===== config.mk =====
export PLATFORM = sky130hd
export DESIGN_NAME = easyaxi_rd_link
export DESIGN_NICKNAME = d
export VERILOG_FILES = /design/src/rtl/easyaxi_rd_link.sv
export SDC_FILE = /design/constraint.sdc
export NUM_CORES = 1
export LEC_CHECK = 0
export ABC_AREA = 1
export BUFFER_PORTS_ARGS = -buffer_cell sky130_fd_sc_hd__clkbuf_2
export CAP_MARGIN = 5
export CORE_MARGIN = 10
export CORE_UTILIZATION = 45
export DETAILED_ROUTE_END_ITERATION = 6
export PLACE_DENSITY = 0.73
export SLEW_MARGIN = 10
export SYNTH_ARGS = -nofsm -noshare
export SYNTH_HDL_FRONTEND = slang
export SYNTH_SLANG_ARGS = --single-unit

===== constraint.sdc =====
create_clock -name clk -period 6.6 [get_ports clk]
set_input_delay 0.33 -clock clk [delete_from_list [all_inputs] [get_ports clk]]
set_output_delay 0.33 -clock clk [all_outputs]
set_load 0.05 [all_outputs]

===== src/rtl/easyaxi_rd_link.sv =====
// rtl/easyaxi_rd_link.sv - AR/R read-path link: skid buffers, outstanding-burst gate, rlast error flag
// Optional statistics counters: EASYAXI_RD_LINK_STAT_EN
module easyaxi_rd_link_skid #(
    parameter int W = 8
) (
    input  logic         clk,
    input  logic         rst,
    input  logic         in_valid,
    output logic         in_ready,
    input  logic [W-1:0] in_data,
    output logic         out_valid,
    input  logic         out_ready,
    output logic [W-1:0] out_data
);
    logic [1:0]   count;
    logic [1:0]   count_nxt;
    logic [W-1:0] q0;
    logic [W-1:0] q1;
    logic         push;
    logic         pop;

    assign push     = in_valid && in_ready;
    assign pop      = out_valid && out_ready;
    assign out_data = q0;

    always_comb begin
        count_nxt = count;
        case ({push, pop})
            2'b10:   count_nxt = count + 2'd1;
            2'b01:   count_nxt = count - 2'd1;
            default: count_nxt = count;
        endcase
    end

    // q0 is the head; a push lands in q1 only when it queues behind a remaining head
    always_ff @(posedge clk) begin
        if (rst) begin
            count     <= 2'd0;
            in_ready  <= 1'b0;
            out_valid <= 1'b0;
        end else begin
            count     <= count_nxt;
            in_ready  <= (count_nxt != 2'd2);
            out_valid <= (count_nxt != 2'd0);
            if (pop)
                q0 <= q1;
            if (push) begin
                if (count_nxt == 2'd2)
                    q1 <= in_data;
                else
                    q0 <= in_data;
            end
        end
    end
endmodule

module easyaxi_rd_link #(
    parameter int ID_W    = 4,
    parameter int ADDR_W  = 32,
    parameter int LEN_W   = 8,
    parameter int DATA_W  = 64,
    parameter int MAX_OST = 4,
    localparam int CW     = $clog2(MAX_OST + 1),
    localparam int ARW    = ID_W + ADDR_W + LEN_W + 5,
    localparam int RW     = ID_W + DATA_W + 2
) (
    input  logic           clk,
    input  logic           rst,
    input  logic           s_arvalid,
    output logic           s_arready,
    input  logic [ARW-1:0] s_ar,
    output logic           m_arvalid,
    input  logic           m_arready,
    output logic [ARW-1:0] m_ar,
    input  logic           m_rvalid,
    output logic           m_rready,
    input  logic [RW-1:0]  m_r,
    input  logic           m_rlast,
    output logic           s_rvalid,
    input  logic           s_rready,
    output logic [RW-1:0]  s_r,
    output logic           s_rlast,
    output logic [CW-1:0]  ost_cnt,
    output logic           err_rlast,
    output logic [31:0]    stat_ar,
    output logic [31:0]    stat_rlast
);
    logic          ar_in_ready;
    logic          ost_ok;
    logic          ar_hs;
    logic          rlast_hs;
    logic [CW-1:0] ost_nxt;

    assign s_arready = ar_in_ready && ost_ok;
    assign ar_hs     = s_arvalid && s_arready;
    assign rlast_hs  = s_rvalid && s_rready && s_rlast;

    easyaxi_rd_link_skid #(.W(ARW)) u_ar_skid (
        .clk       (clk),
        .rst       (rst),
        .in_valid  (s_arvalid && ost_ok),
        .in_ready  (ar_in_ready),
        .in_data   (s_ar),
        .out_valid (m_arvalid),
        .out_ready (m_arready),
        .out_data  (m_ar)
    );

    easyaxi_rd_link_skid #(.W(RW + 1)) u_r_skid (
        .clk       (clk),
        .rst       (rst),
        .in_valid  (m_rvalid),
        .in_ready  (m_rready),
        .in_data   ({m_r, m_rlast}),
        .out_valid (s_rvalid),
        .out_ready (s_rready),
        .out_data  ({s_r, s_rlast})
    );

    always_comb begin
        ost_nxt = ost_cnt;
        if (ar_hs && !rlast_hs)
            ost_nxt = ost_cnt + CW'(1);
        else if (rlast_hs && !ar_hs && ost_cnt != '0)
            ost_nxt = ost_cnt - CW'(1);
    end

    // ost_ok is kept as its own flop so s_arready never sees the R-side handshake
    always_ff @(posedge clk) begin
        if (rst) begin
            ost_cnt   <= '0;
            ost_ok    <= 1'b1;
            err_rlast <= 1'b0;
        end else begin
            ost_cnt <= ost_nxt;
            ost_ok  <= (ost_nxt < CW'(MAX_OST));
            if (rlast_hs && ost_cnt == '0)
                err_rlast <= 1'b1;
        end
    end

`ifdef EASYAXI_RD_LINK_STAT_EN
    logic [31:0] stat_ar_q;
    logic [31:0] stat_rlast_q;

    always_ff @(posedge clk) begin
        if (rst) begin
            stat_ar_q    <= 32'd0;
            stat_rlast_q <= 32'd0;
        end else begin
            if (ar_hs)
                stat_ar_q <= stat_ar_q + 32'd1;
            if (rlast_hs)
                stat_rlast_q <= stat_rlast_q + 32'd1;
        end
    end

    assign stat_ar    = stat_ar_q;
    assign stat_rlast = stat_rlast_q;
`else
    assign stat_ar    = 32'd0;
    assign stat_rlast = 32'd0;
`endif
endmodule


After elaboration in Yosys (flattened, before gate mapping). Cells that the tools add are included.

Register bits: 253. Input port bits: 126. Word-level logic and storage cells: 59.

Add/subtract/negate cells: 6. Magnitude comparators: 1. Equality and inequality tests: 8. Muxes and demuxes: 10. Bitwise operators: 1. Reduce and logical (&&, ||, !) cells: 20.

Operators by type and width (number): $mux 71 (3); $mux 49 (3); $logic_and 1x1->1 (12); $eq 2x2->1 const B (4); $pmux 2 s2 (2); $mux 3 (2); $reduce_and 3->1 (2); $add 2x1->2 const B (2); $eq 2x1->1 const B (2); $ne 2x2->1 const B (2); $reduce_bool 2->1 (2); $sub 2x1->2 const B (2); $add 3x1->3 const B (1); $logic_not 3->1 (1); $lt 3x3->1 const B (1); $reduce_bool 3->1 (1); $sub 3x1->3 const B (1); $logic_not 1->1 (2); $not 1->1 (1).

Logic depth before layout (Yosys ltp).
Word-level depth: 8. Gate-level depth with buffers: 15.

Cells and area by module. From an unflattened synthesis, not the netlist that was laid out.

Cell total of the unflattened synthesis: 1192. Area, all modules: 11584.9 um^2.

Modules (own cells, without submodules): easyaxi_rd_link_skid at u_r_skid (instances 1, cells an instance 632, area each 6324.8 um^2, sequential area each 4344.2 um^2); easyaxi_rd_link_skid at u_ar_skid (instances 1, cells an instance 446, area each 4428.0 um^2, sequential area each 3022.9 um^2); easyaxi_rd_link (instances 1, cells an instance 114, area each 832.0 um^2, sequential area each 100.1 um^2).

Worst setup path after synthesis. Ideal clock, no wire load.

Path kind: reg-to-reg. From: reg u_r_skid.out_valid. To: reg u_r_skid.q1[0], enable pin. Arrival: 7.053 ns. Slack: -1.041 ns. Stages on the path, launching flop included: 9. Path buffers: 2. Clock period less this slack: 7.641 ns. Path through: dfxtp_1 -> nand2_1 -> inv_2 -> buf_1 -> ha_1 -> xor2_1 -> nand2_2 -> buf_2 -> nor3_1.

Word-level cells in the longest chain between the ends: 5. Elaborated cells on any way between the ends: 6. Those cells by class: eq/ne (3); mux (1); reduce/logical (2).

Ends and longest elaborated chain: start: declaration (RTL line 11) `output logic out_valid,`; start signal: assignment (RTL line 44) `out_valid <= (count_nxt != 2'd0);`; $logic_and 1x1->1 (*) (RTL line 23) `assign pop = out_valid && out_ready;`; $eq 2x1->1 / $eq 2x2->1 (equally long branches) (RTL line 28) `case ({push, pop})`; $pmux 2 s2 (*) (RTL line 28); $eq 2x2->1 (*) (RTL line 48) `if (count_nxt == 2'd2)`; $reduce_and 3->1 (no line) (*); end signal: assignment (RTL line 49) `q1 <= in_data;`; end: declaration (RTL line 18) `logic [W-1:0] q1;`.

Every way passes the cells marked *; elsewhere a longest branch is shown, timed or not. A chain may end at the register's enable or synchronous reset.

Worst setup path after layout.
From: reg u_ar_skid.out_valid. To: reg u_ar_skid.q0[8] (netlist: u_ar_skid.out_data[8]) (data pin).

Word-level cells in the longest chain between the ends: 6. Elaborated cells on any way between the ends: 8. Those cells by class: eq/ne (3); mux (4); reduce/logical (1).

Ends and longest elaborated chain: start: declaration (RTL line 11); start signal: assignment (RTL line 44); $logic_and 1x1->1 (*) (RTL line 23); $eq 2x1->1 / $eq 2x2->1 (equally long branches) (RTL line 28); $pmux 2 s2 (RTL line 28); $eq 2x2->1 (RTL line 48); $mux 49 (RTL line 48); $mux 49 (*) (RTL line 47) `if (push) begin`; end signal: assignment (RTL line 46) `q0 <= q1;`; end signal: assignment (RTL line 51) `q0 <= in_data;`; end: declaration (RTL line 17) `logic [W-1:0] q0;`.

Marks and branches as above.

==> run metrics <==
max_cap viols 0; Inst Count DP roughly 1700; part of the Yosys area used for sequential elements 65.0%; synth unique cells 21; fmax 206 MHz; CTS Buf Count 28; Seq pwr share between 30% and 40%; Crit path arrival time 5.12 ns; Max-slew headroom 30.2%; 1st-iter DRT viols roughly 750; Hold EP u_ar_skid.q1[15]; Sw Share about two fifths; fraction of layout cells with a size suffix above 1 between 20% and 30%; final WL about 32000 um; root buffer cell clkbuf_16; die span in x 180 um; Worst Hold Depth 1; Synth Warn # 0; Slew @ Worst Pin between 1 and 1.5 ns; Post-Syn Instances roughly 1200; # port buffers 253; via/cell ratio 4.88; clock power share 26.7%; setup violators final 0; Comb pwr share between 30% and 40%; Pre-antenna DRT Iters 5; die height between 150 and 200 um; TNS Setup 0 ns; CTS max path bufs 3; Power Total 5.70 mW; CTS tree done; Worst-Skew Late Latency 0.53 ns; Static Leak between 6 and 7 nW; gr ovfl total 0; num ports 318; pwr dens 385 nW/um2; internal power 3.46 mW; CP startpoint kind register; area occupied by multi-input gates 3420 um2; area share of the largest cell type after synthesis 62.7%; Clk pin slew, worst setup/hold paths 0.06 ns; first-pass GRT wire length 50100 um; fillers 2116; RR Endpoint u_ar_skid.out_data[8]; antenna viol nets, final 0; row count 58; Post-CTS Hold Fix Bufs 114; fin crit share 73.5%; area leader, netlist edfxtp_1; final setup skew 0.00813 ns; status complete, no violations; Non-Filler Instances 1876; Overall Global Routing Usage 18.5%; Sw Pwr 2.24 mW; max-slew violations 0; # DRC 0; Worst setup EP type register; Layout Nets 1656; Max VDD drop 0.000238 V; Post-DP HPWL approximately 19000 um; post-CTS setup buffers 0; CTS resizes 0; final worst path period need approximately 4.9 ns; WP data required 6.87 ns; die area 32300 um2; Setup CP Type register to register; CP Max Fanout 51; reg-to-reg critical path startpoint u_ar_skid.out_valid; ranking of synthesized cells by area edfxtp_1, nand2_1, nand3_1, buf_4, dfxtp_1; clock sink count approximately 250; Final Hold Vio Count 0; Initial Util 45.6%; R2R Setup Slk 1.75 ns; largest net degree at the start of global routing 74; P&R area growth vs syn 28.7%; fin util 58.7%; min-delay worst type primary input to register; core area 25200 um2; RSZ-0062 raised after global routing no; flops & latches, synth 253; storage element area 7470 um2; vias in the first global route 9211; htree depth 1; post-detailed-route wirelength per cell ~17 um; R2R cell count 11; Hold Startpoint s_ar[15]; cell area after synthesis 11500 um2; vias after detailed routing 9153; Final Wtd Congestion 0.770; initial antenna violation count 1; Avg Cell Area, Syn 9.74 um2
==> Yosys cell counts (all sizes together) <==
master and n:
xor2 2, o21ai 5, nand3 127, conb 1, a31oi 1, nor2 6
buf 96, inv 23, edfxtp 240, nand2 622, ha 5, dfxtp 13
a21oi 4, clkbuf 29, nor3 2, nand4 3
==> final cells by class <==
| type | instances | share of cell area, % |
|---|---|---|
| diodes | 1 | 0.0169 |
| clock buffers | 32 | 4.98 |
| clock inverters | 18 | 1.11 |
| inverters | 23 | 0.601 |
| multi-input cells | 841 | 23.2 |
| flip-flops and latches | 253 | 50.5 |
| well taps | 330 | 2.79 |
| repair buffers | 378 | 16.8 |
==> stage by stage <==
stage	hold WS, ns	instance area [um2]	worst slack (ns)
detailed placement	0.502	12700	1.72
floorplan	0.429	11700	0.655
CTS	0.000773	14800	1.73
finish	0.0362	14800	1.75
global placement	0.473	12700	1.84
global route	0.000606	14800	1.33
==> flip-flops by register name (all words and copies together) (netlist names) <==
name and cells:
u_ar_skid.count 2, u_ar_skid.out_valid 1, ost_cnt 3, ost_ok 1, u_r_skid.count 2, u_r_skid.q1 71
u_r_skid.in_ready 1, u_ar_skid.q1 49, u_r_skid.out_data 71, u_ar_skid.in_ready 1, u_r_skid.out_valid 1, u_ar_skid.out_data 49
err_rlast 1
==> placed cells by master (no fill, tap or decap) <==
master,count
buf_4,11
diode_2,1
nor2_1,6
clkinv_4,1
nand2_2,6
ha_1,5
a21oi_1,4
edfxtp_1,240
nor3_2,1
dlygate4sd3_1,114
clkinvlp_4,2
o21ai_0,5
clkbuf_2,253
inv_1,18
inv_4,1
inv_2,3
bufinv_16,3
clkbuf_1,3
a31oi_1,1
conb_1,64
nand2_1,616
xor2_1,2
dfxtp_1,13
clkbuf_16,29
clkinv_2,4
clkinv_1,9
nor3_4,1
nand4_1,3
nand3_1,127
==> how the worst max path moves through the flow <==
stage,start,endpoint,slack (ns),cells past startpoint
final,u_ar_skid.out_valid,u_ar_skid.out_data[8],1.75,11
after global routing,u_ar_skid.out_valid,u_ar_skid.out_data[30],1.33,11
after CTS,u_ar_skid.out_valid,u_ar_skid.out_data[8],1.73,11
after detailed placement,m_arready,u_ar_skid.out_data[43],1.72,12
after global placement,m_arready,u_ar_skid.out_data[34],1.84,12
after floorplan,u_ar_skid.out_valid,u_ar_skid.q1[0],0.66,8
==> critical path, stage by stage (launching register included) <==
cell	delay, ns
dfxtp_1	0.36
nand2_2	0.61
inv_2	0.93
ha_1	0.39
inv_1	0.08
nand3_1	0.07
nand2_1	0.06
nand2_1	0.09
nand2_2	0.74
nand2_2	0.85
nand2_1	0.27
nand2_1	0.10
==> metal layers <==
metal	wire length, um	vias to the layer above	global-route usage, %
met5	0	-	0
met4	569	0	4.13
met3	3240	40	5.70
met2	15100	464	30.7
met1	12800	4207	23.3
li1	-	4442	-
==> power groups by stage <==
stage	sequential, mW	combinational (mW)	clock (mW)
2_1_floorplan	2.85	0.867	0
3_3_place_gp	2.23	1.88	0
3_5_place_dp	2.24	1.91	0
4_1_cts	2.21	1.97	1.55
5_1_grt	2.23	2.15	1.61
6_report	2.21	1.97	1.52
==> cell families (layout without fill, tap and decap cells) <==
logic type	after synthesis	after routing	synth area share [%]
compound gates	10	10	0.447
xor+xnor	2	2	0.153
fa+ha+maj	5	5	0.545
buf+inv	148	451	7.44
flops	253	253	65.0
other cells	1	65	0.0326
simple gates	760	760	26.4
(Power assumes the default switching activity.)
